[src/rtl/compare_debounce_fsm.sv]
// compare_debounce_fsm
// Filters the magnitude comparator's per-cycle relation flags into a stable,
// debounced relation (LT / EQ / GT), counts entries into each relation and
// flags illegal flag vectors. All outputs are registered.
module compare_debounce_fsm #(
  parameter int unsigned DEBOUNCE = 3,  // agreeing valid samples to switch, 1..15
  parameter int unsigned CNT_W    = 8   // width of each entry counter
) (
  input  logic             clk,
  input  logic             rst,
  input  logic             in_valid,
  input  logic             A_gt_B,
  input  logic             A_eq_B,
  input  logic             A_lt_B,
  input  logic             clear,
  output logic [1:0]       state_o,
  output logic             changed_o,
  output logic             err_o,
  output logic [CNT_W-1:0] lt_cnt,
  output logic [CNT_W-1:0] eq_cnt,
  output logic [CNT_W-1:0] gt_cnt
);

  // Encoding doubles as the state_o output code.
  typedef enum logic [1:0] {
    REL_UNK = 2'b00,
    REL_LT  = 2'b01,
    REL_EQ  = 2'b10,
    REL_GT  = 2'b11
  } rel_e;

  // Counter slots, indexed by relation.
  localparam int unsigned IDX_LT = 0;
  localparam int unsigned IDX_EQ = 1;
  localparam int unsigned IDX_GT = 2;

  localparam logic [3:0]       RUN_DONE = 4'(DEBOUNCE);
  localparam logic [CNT_W-1:0] CNT_MAX  = '1;

  rel_e       state_q, state_n;
  rel_e       cand_q,  cand_n;
  logic [3:0] run_q,   run_n;
  logic       changed_n, err_n;

  logic [CNT_W-1:0] cnt_q [3];
  logic [CNT_W-1:0] cnt_n [3];
  logic [2:0]       inc;

  rel_e       cls;
  logic       legal;
  logic [3:0] run_upd;

  // Classify the raw flag vector; anything not one-hot is illegal.
  always_comb begin
    // NOTE: every combinational output gets a default first, so no path
    // through the block can leave it unassigned and infer a latch.
    cls   = REL_UNK;
    legal = 1'b0;
    case ({A_gt_B, A_eq_B, A_lt_B})
      3'b100:  begin cls = REL_GT; legal = 1'b1; end
      3'b010:  begin cls = REL_EQ; legal = 1'b1; end
      3'b001:  begin cls = REL_LT; legal = 1'b1; end
      default: begin cls = REL_UNK; legal = 1'b0; end
    endcase
  end

  // Debounce next-state: track a candidate run, commit when it reaches DEBOUNCE.
  always_comb begin
    state_n   = state_q;
    cand_n    = cand_q;
    run_n     = run_q;
    changed_n = 1'b0;
    err_n     = 1'b0;
    inc       = 3'b000;
    run_upd   = 4'd0;
    if (in_valid) begin
      if (!legal) begin
        err_n = 1'b1;
        run_n = 4'd0;
      end else if (cls == state_q) begin
        // Agreement with the current relation discards any pending noise.
        run_n = 4'd0;
      end else begin
        if (cls == cand_q) begin
          run_upd = run_q + 4'd1;
        end else begin
          cand_n  = cls;
          run_upd = 4'd1;
        end
        if (run_upd == RUN_DONE) begin
          state_n   = cls;
          changed_n = 1'b1;
          run_n     = 4'd0;
          case (cls)
            REL_LT:  inc[IDX_LT] = 1'b1;
            REL_EQ:  inc[IDX_EQ] = 1'b1;
            default: inc[IDX_GT] = 1'b1;
          endcase
        end else begin
          run_n = run_upd;
        end
      end
    end
  end

  // Entry counters: clear wins over increment, increments saturate.
  always_comb begin
    for (int i = 0; i < 3; i++) begin
      cnt_n[i] = cnt_q[i];
      if (clear) begin
        cnt_n[i] = '0;
      end else if (inc[i] && (cnt_q[i] != CNT_MAX)) begin
        cnt_n[i] = cnt_q[i] + CNT_W'(1);
      end
    end
  end

  // State, run tracking, pulses and counters; synchronous reset dominates.
  always_ff @(posedge clk) begin
    // NOTE: sequential state uses non-blocking assignments so every register
    // samples the pre-edge values regardless of statement order.
    if (rst) begin
      state_q   <= REL_UNK;
      cand_q    <= REL_UNK;
      run_q     <= 4'd0;
      changed_o <= 1'b0;
      err_o     <= 1'b0;
      for (int i = 0; i < 3; i++) cnt_q[i] <= '0;
    end else begin
      state_q   <= state_n;
      cand_q    <= cand_n;
      run_q     <= run_n;
      changed_o <= changed_n;
      err_o     <= err_n;
      for (int i = 0; i < 3; i++) cnt_q[i] <= cnt_n[i];
    end
  end

  assign state_o = state_q;
  assign lt_cnt  = cnt_q[IDX_LT];
  assign eq_cnt  = cnt_q[IDX_EQ];
  assign gt_cnt  = cnt_q[IDX_GT];

endmodule

[config.mk]
export PLATFORM = sky130hd
export DESIGN_NAME = compare_debounce_fsm
export DESIGN_NICKNAME = d
export VERILOG_FILES = /design/src/rtl/compare_debounce_fsm.sv
export SDC_FILE = /design/constraint.sdc
export NUM_CORES = 1
export LEC_CHECK = 0
export CORE_MARGIN = 4
export CORE_UTILIZATION = 30
export DETAILED_ROUTE_END_ITERATION = 10
export GPL_TIMING_DRIVEN = 0
export PLACE_DENSITY_LB_ADDON = 0.1
export SYNTH_ARGS = -nofsm -noshare
export SYNTH_HDL_FRONTEND = slang
export SYNTH_SLANG_ARGS = --single-unit
[constraint.sdc]
create_clock -name clk -period 2.2 [get_ports clk]
set_input_delay 0.44 -clock clk [delete_from_list [all_inputs] [get_ports clk]]
set_output_delay 0.44 -clock clk [all_outputs]
set_load 0.02 [all_outputs]
# After elaboration in Yosys (flattened, before gate mapping)
# Memories as Yosys holds them, arrays and structs flattened.
# Cells that the tools add are included.
[totals]
register_bits = 10
ram_bits = 24
wordCells = 67
memories = 1
[mem_list]
columns = ["name", "words", "word_bits", "rd", "rd_ports_with_merged_regs", "write_ports", "line_no", "text"]
rows = [
  ["cnt_q", 3, 8, 3, 0, 3, "45", "logic [CNT_W-1:0] cnt_q [3];"],
]
[op_classes]
n_addsub = 4
eq_ne = 11
n_mux = 30
bitwise = 7
n_reduce_logical = 9
[ops]
columns = ["op", "count"]
rows = [
  ["$mux 8", 9],
  ["$mux 4", 7],
  ["$add 8x1->8 const B", 3],
  ["$ne 8x8->1 const B", 3],
  ["$mux 3", 4],
  ["$mux 1", 9],
  ["$reduce_and 4->1", 2],
  ["$pmux 2 s3", 1],
  ["$add 4x1->4 const B", 1],
  ["$eq 2x2->1", 2],
  ["$eq 4x2->1 const B", 1],
  ["$not 1->1", 4],
  ["$reduce_or 2->1", 2],
  ["$reduce_or 4->1", 1],
  ["$eq 3x1->1 const B", 1],
  ["$eq 3x2->1 const B", 1],
  ["$eq 3x3->1 const B", 1],
  ["$logic_and 1x1->1", 3],
  ["$or 1x1->1", 3],
  ["$reduce_or 3->1", 1],
  ["$eq 2x1->1 const B", 1],
  ["$eq 2x2->1 const B", 1],
]

# Logic depth before layout (Yosys ltp)
[depth]
depth_word = 16
depth_mapped = 11
mapped_depth_nobuf = 9

# Least setup slack after synthesis
# Ideal clock, no wire load.
[synth_timing]
path_type = "input -> register"
startpoint = "input A_eq_B"
endpoint = "memory cnt_q[1][7] (netlist: cnt_q[0][15])"
setup_ns = 0.115
arrival_ns = 2.227
required_time_ns = 2.085
slack_ns = -0.142
path_stages = 8
path_buffers = 1
path_cell_list = "clkbuf_1 > xnor2_1 > nor2_1 > ha_1 > o21ai_0 > or4b_1 > o31a_1 > o21a_1"
[synth_lines]
columns = ["element", "line_no", "text"]
rows = [
  ["from (decl)", "13", "input logic A_eq_B,"],
  ["to (decl)", "45", ""],
]

==> metrics <==
outcome finished clean; Ys Warns 0; CTS tree yes; reg2reg setup slack 0.07 ns; most common cell after layout, fill and taps aside dfxtp_1; headroom to the max-slew limit 53.3%; Synth area leaders dfxtp_1 (34%), a21oi_1 (5.8%), or4_1 (4.2%); Residual DRC 0; clock root cell clkbuf_8; Via density approximately 5.4; max-cap violations 0; Main synth FF type dfxtp_1; setup slack after layout 0.0631 ns; Via Count around 2.1k; total power 1.42 mW; DP Wirelength 3830 um; initial antenna violation count 0; Final Core Density 47.2%; Fmax 468 MHz; buffers plus inverters on the worst setup path 3; Area after DPL 2460 um2; RD Place Congestion 0.765; row cnt 29; WP data arrival 2.35 ns; Async S/R FF share, synth 0%; H-tree Lvls 2; Hold/Removal Path Class reg2reg; post-place setup slack -0.944 ns; crit-path most repeated cell buf_8; synthesized cell area 1980 um2; Post-synth EDFFs 0; Seq/Total Area, Yosys 34.4%; cells after synthesis about 230; worst stage delay on the critical path 0.49 ns; Core Area 6390 um2; Hold Vio Cnt, Final 0; Period minus WS final 2.14 ns; drt wl/cell 15.3 um; number of diodes 0; GRT Resource Usage Total 15.3%; Layout Area Growth over Synthesis 52.4%; Die Height 89.2 um; initial drt markers 70; Seq cells post-synth 34; drt pass-1 iters 4; largest net degree at the start of global routing 11; Worst-path clk slew 0.07 ns; number of global-route vias before repair 1,966; share of post-route cells with drive strength above 1 27.4%; DP Cell Count 343; setup violators final 0; Final Non-Filler Cells ~380; Leak roughly 1.0 nW; fin. max-slew vios 0; critical-path cell list buf_8 > buf_8 > or3b_4 > a221oi_4 > o211ai_4 > buf_6 > or4_1 > a21oi_1; Critical-path top delay cell or4_1; Clock Latency Late Sink 0.29 ns; hold_ws 0.503 ns; Net Count, Synth 245; Worst-Margin Slew 0.698 ns; Port Buffer Count 34; Worst Path Required 2.42 ns; Critical Path Fanout Max 7; grt ovf 0; largest delay contributor family on the critical path simple AND/OR/NAND/NOR gates; CTS Buf Count 5; syn avg cell area 8.53 um2; unrepaired setup endpoints after global routing true; DRT antenna net count 0; die area 7960 um2; pwr dens roughly 470 nW/um2; Initial Util a little under a third; share of Yosys cell area claimed by the top area cell type 34.4%; Distinct cells, synth 52; Startpoint Class primary input; clock sink count 34; Final Cycle Share 97.1%; Worst Skew between 0.005 and 0.006 ns; CP endpoint kind flip-flop; cell area after layout 3020 um2; Horiz. Die Dim 89.2 um; nets@finish 319; first-pass GRT wire length 9430 um; final WL 5880 um; commonest non-fill, non-tap cells in the layout dfxtp_1 (31), clkdlybuf4s50_1 (30), buf_4 (28); Synth area leader dfxtp_1; WS Path Type in2reg; io pins 35; setup TNS 0 ns; Max Buffers Root-to-Sink 2; hold-fix buffer count after cts 0; maximum VDD drop 0.264 mV; fillers 616
-- per-layer routing --
metal	global-route usage (%)	up-vias	share of wire (%)
li1	-	1040	-
met1	19.2	971	46
met2	25.3	53	47
met3	3.41	18	4.2
met4	5.95	0	3.0
met5	0	-	0
-- final timing paths --
| kind | start | end | cells past startpoint |
|---|---|---|---|
| setup / recovery | A_lt_B | cnt_q[0][14]$_SDFFE_PP0P_ | 8 |
| setup reg to reg | cand_q[1]$_SDFFE_PP0P_ | cnt_q[0][14]$_SDFFE_PP0P_ | 6 |
| hold / removal | cnt_q[0][21]$_SDFFE_PP0P_ | cnt_q[0][21]$_SDFFE_PP0P_ | 2 |
| hold reg to reg | cnt_q[0][21]$_SDFFE_PP0P_ | cnt_q[0][21]$_SDFFE_PP0P_ | 2 |
-- tightest hold or removal path, cell delays in order, from the launching register on --
cell and delay [ns]:
dfxtp_1 0.34, nand2_1 0.06, mux2i_1 0.05
-- flip-flops by register name, indices dropped and copies added (netlist names) --
name	flops
run_q	4
changed_o	1
cnt_q	24
cand_q	2
state_o	2
err_o	1
-- final cells by class --
cell class	count	area [um2]	area share, %
Multi-Input combinational cell	177	1390	46.0
Sequential cell	34	689	22.9
Timing Repair Buffer	67	607	20.1
Buffer	14	118	3.90
Tap cell	77	96.3	3.19
Clock buffer	7	86.3	2.86
Inverter	7	26.3	0.871
Clock inverter	1	5.00	0.166
-- power by group --
part,leakage (nW),switching [mW],internal [mW]
clock network,0.0482,0.237,0.253
registers,0.276,0.00511,0.619
logic,0.719,0.161,0.145
-- synth_stat cells, types with 2 or more instances --
master and instances:
or3_1 6, nor4_1 7, and3_1 5, nor2b_1 3, a21oi_1 23, nor2_1 9, o21a_1 7, or2_2 2
o31ai_1 10, buf_2 3, ha_1 6, nand2b_1 3, xnor2_1 2, clkbuf_1 9, mux2i_1 3, o21ai_0 3
o31a_1 5, or4_1 11, nor3_1 2, xor2_1 3, dfxtp_1 34, nand3_1 16, inv_1 7, nand4_1 5
o21ai_1 11, nand2_1 11
-- cell families (layout without fill, tap and decap cells) --
kind of cell | after synthesis | count (layout) | synth area share, %
DFF | 34 | 34 | 34.4
AOI/OAI and AO/OA | 71 | 71 | 25.7
xor gates and xnor gates | 5 | 5 | 2.21
adders and majority gates | 6 | 6 | 3.79
and+or+nand+nor | 92 | 92 | 27.9
buffers and inverters | 21 | 96 | 4.55
muxes | 3 | 3 | 1.52
-- what timing repair did --
action	in CTS	in global routing
pin swaps	19	12
endpoints found under the hold margin	0	0
gates cloned	1	0
gates resized for setup	34	29
buffers inserted	26	6
endpoints found under the setup margin	30	24
Power figures use the tool's default switching activity.
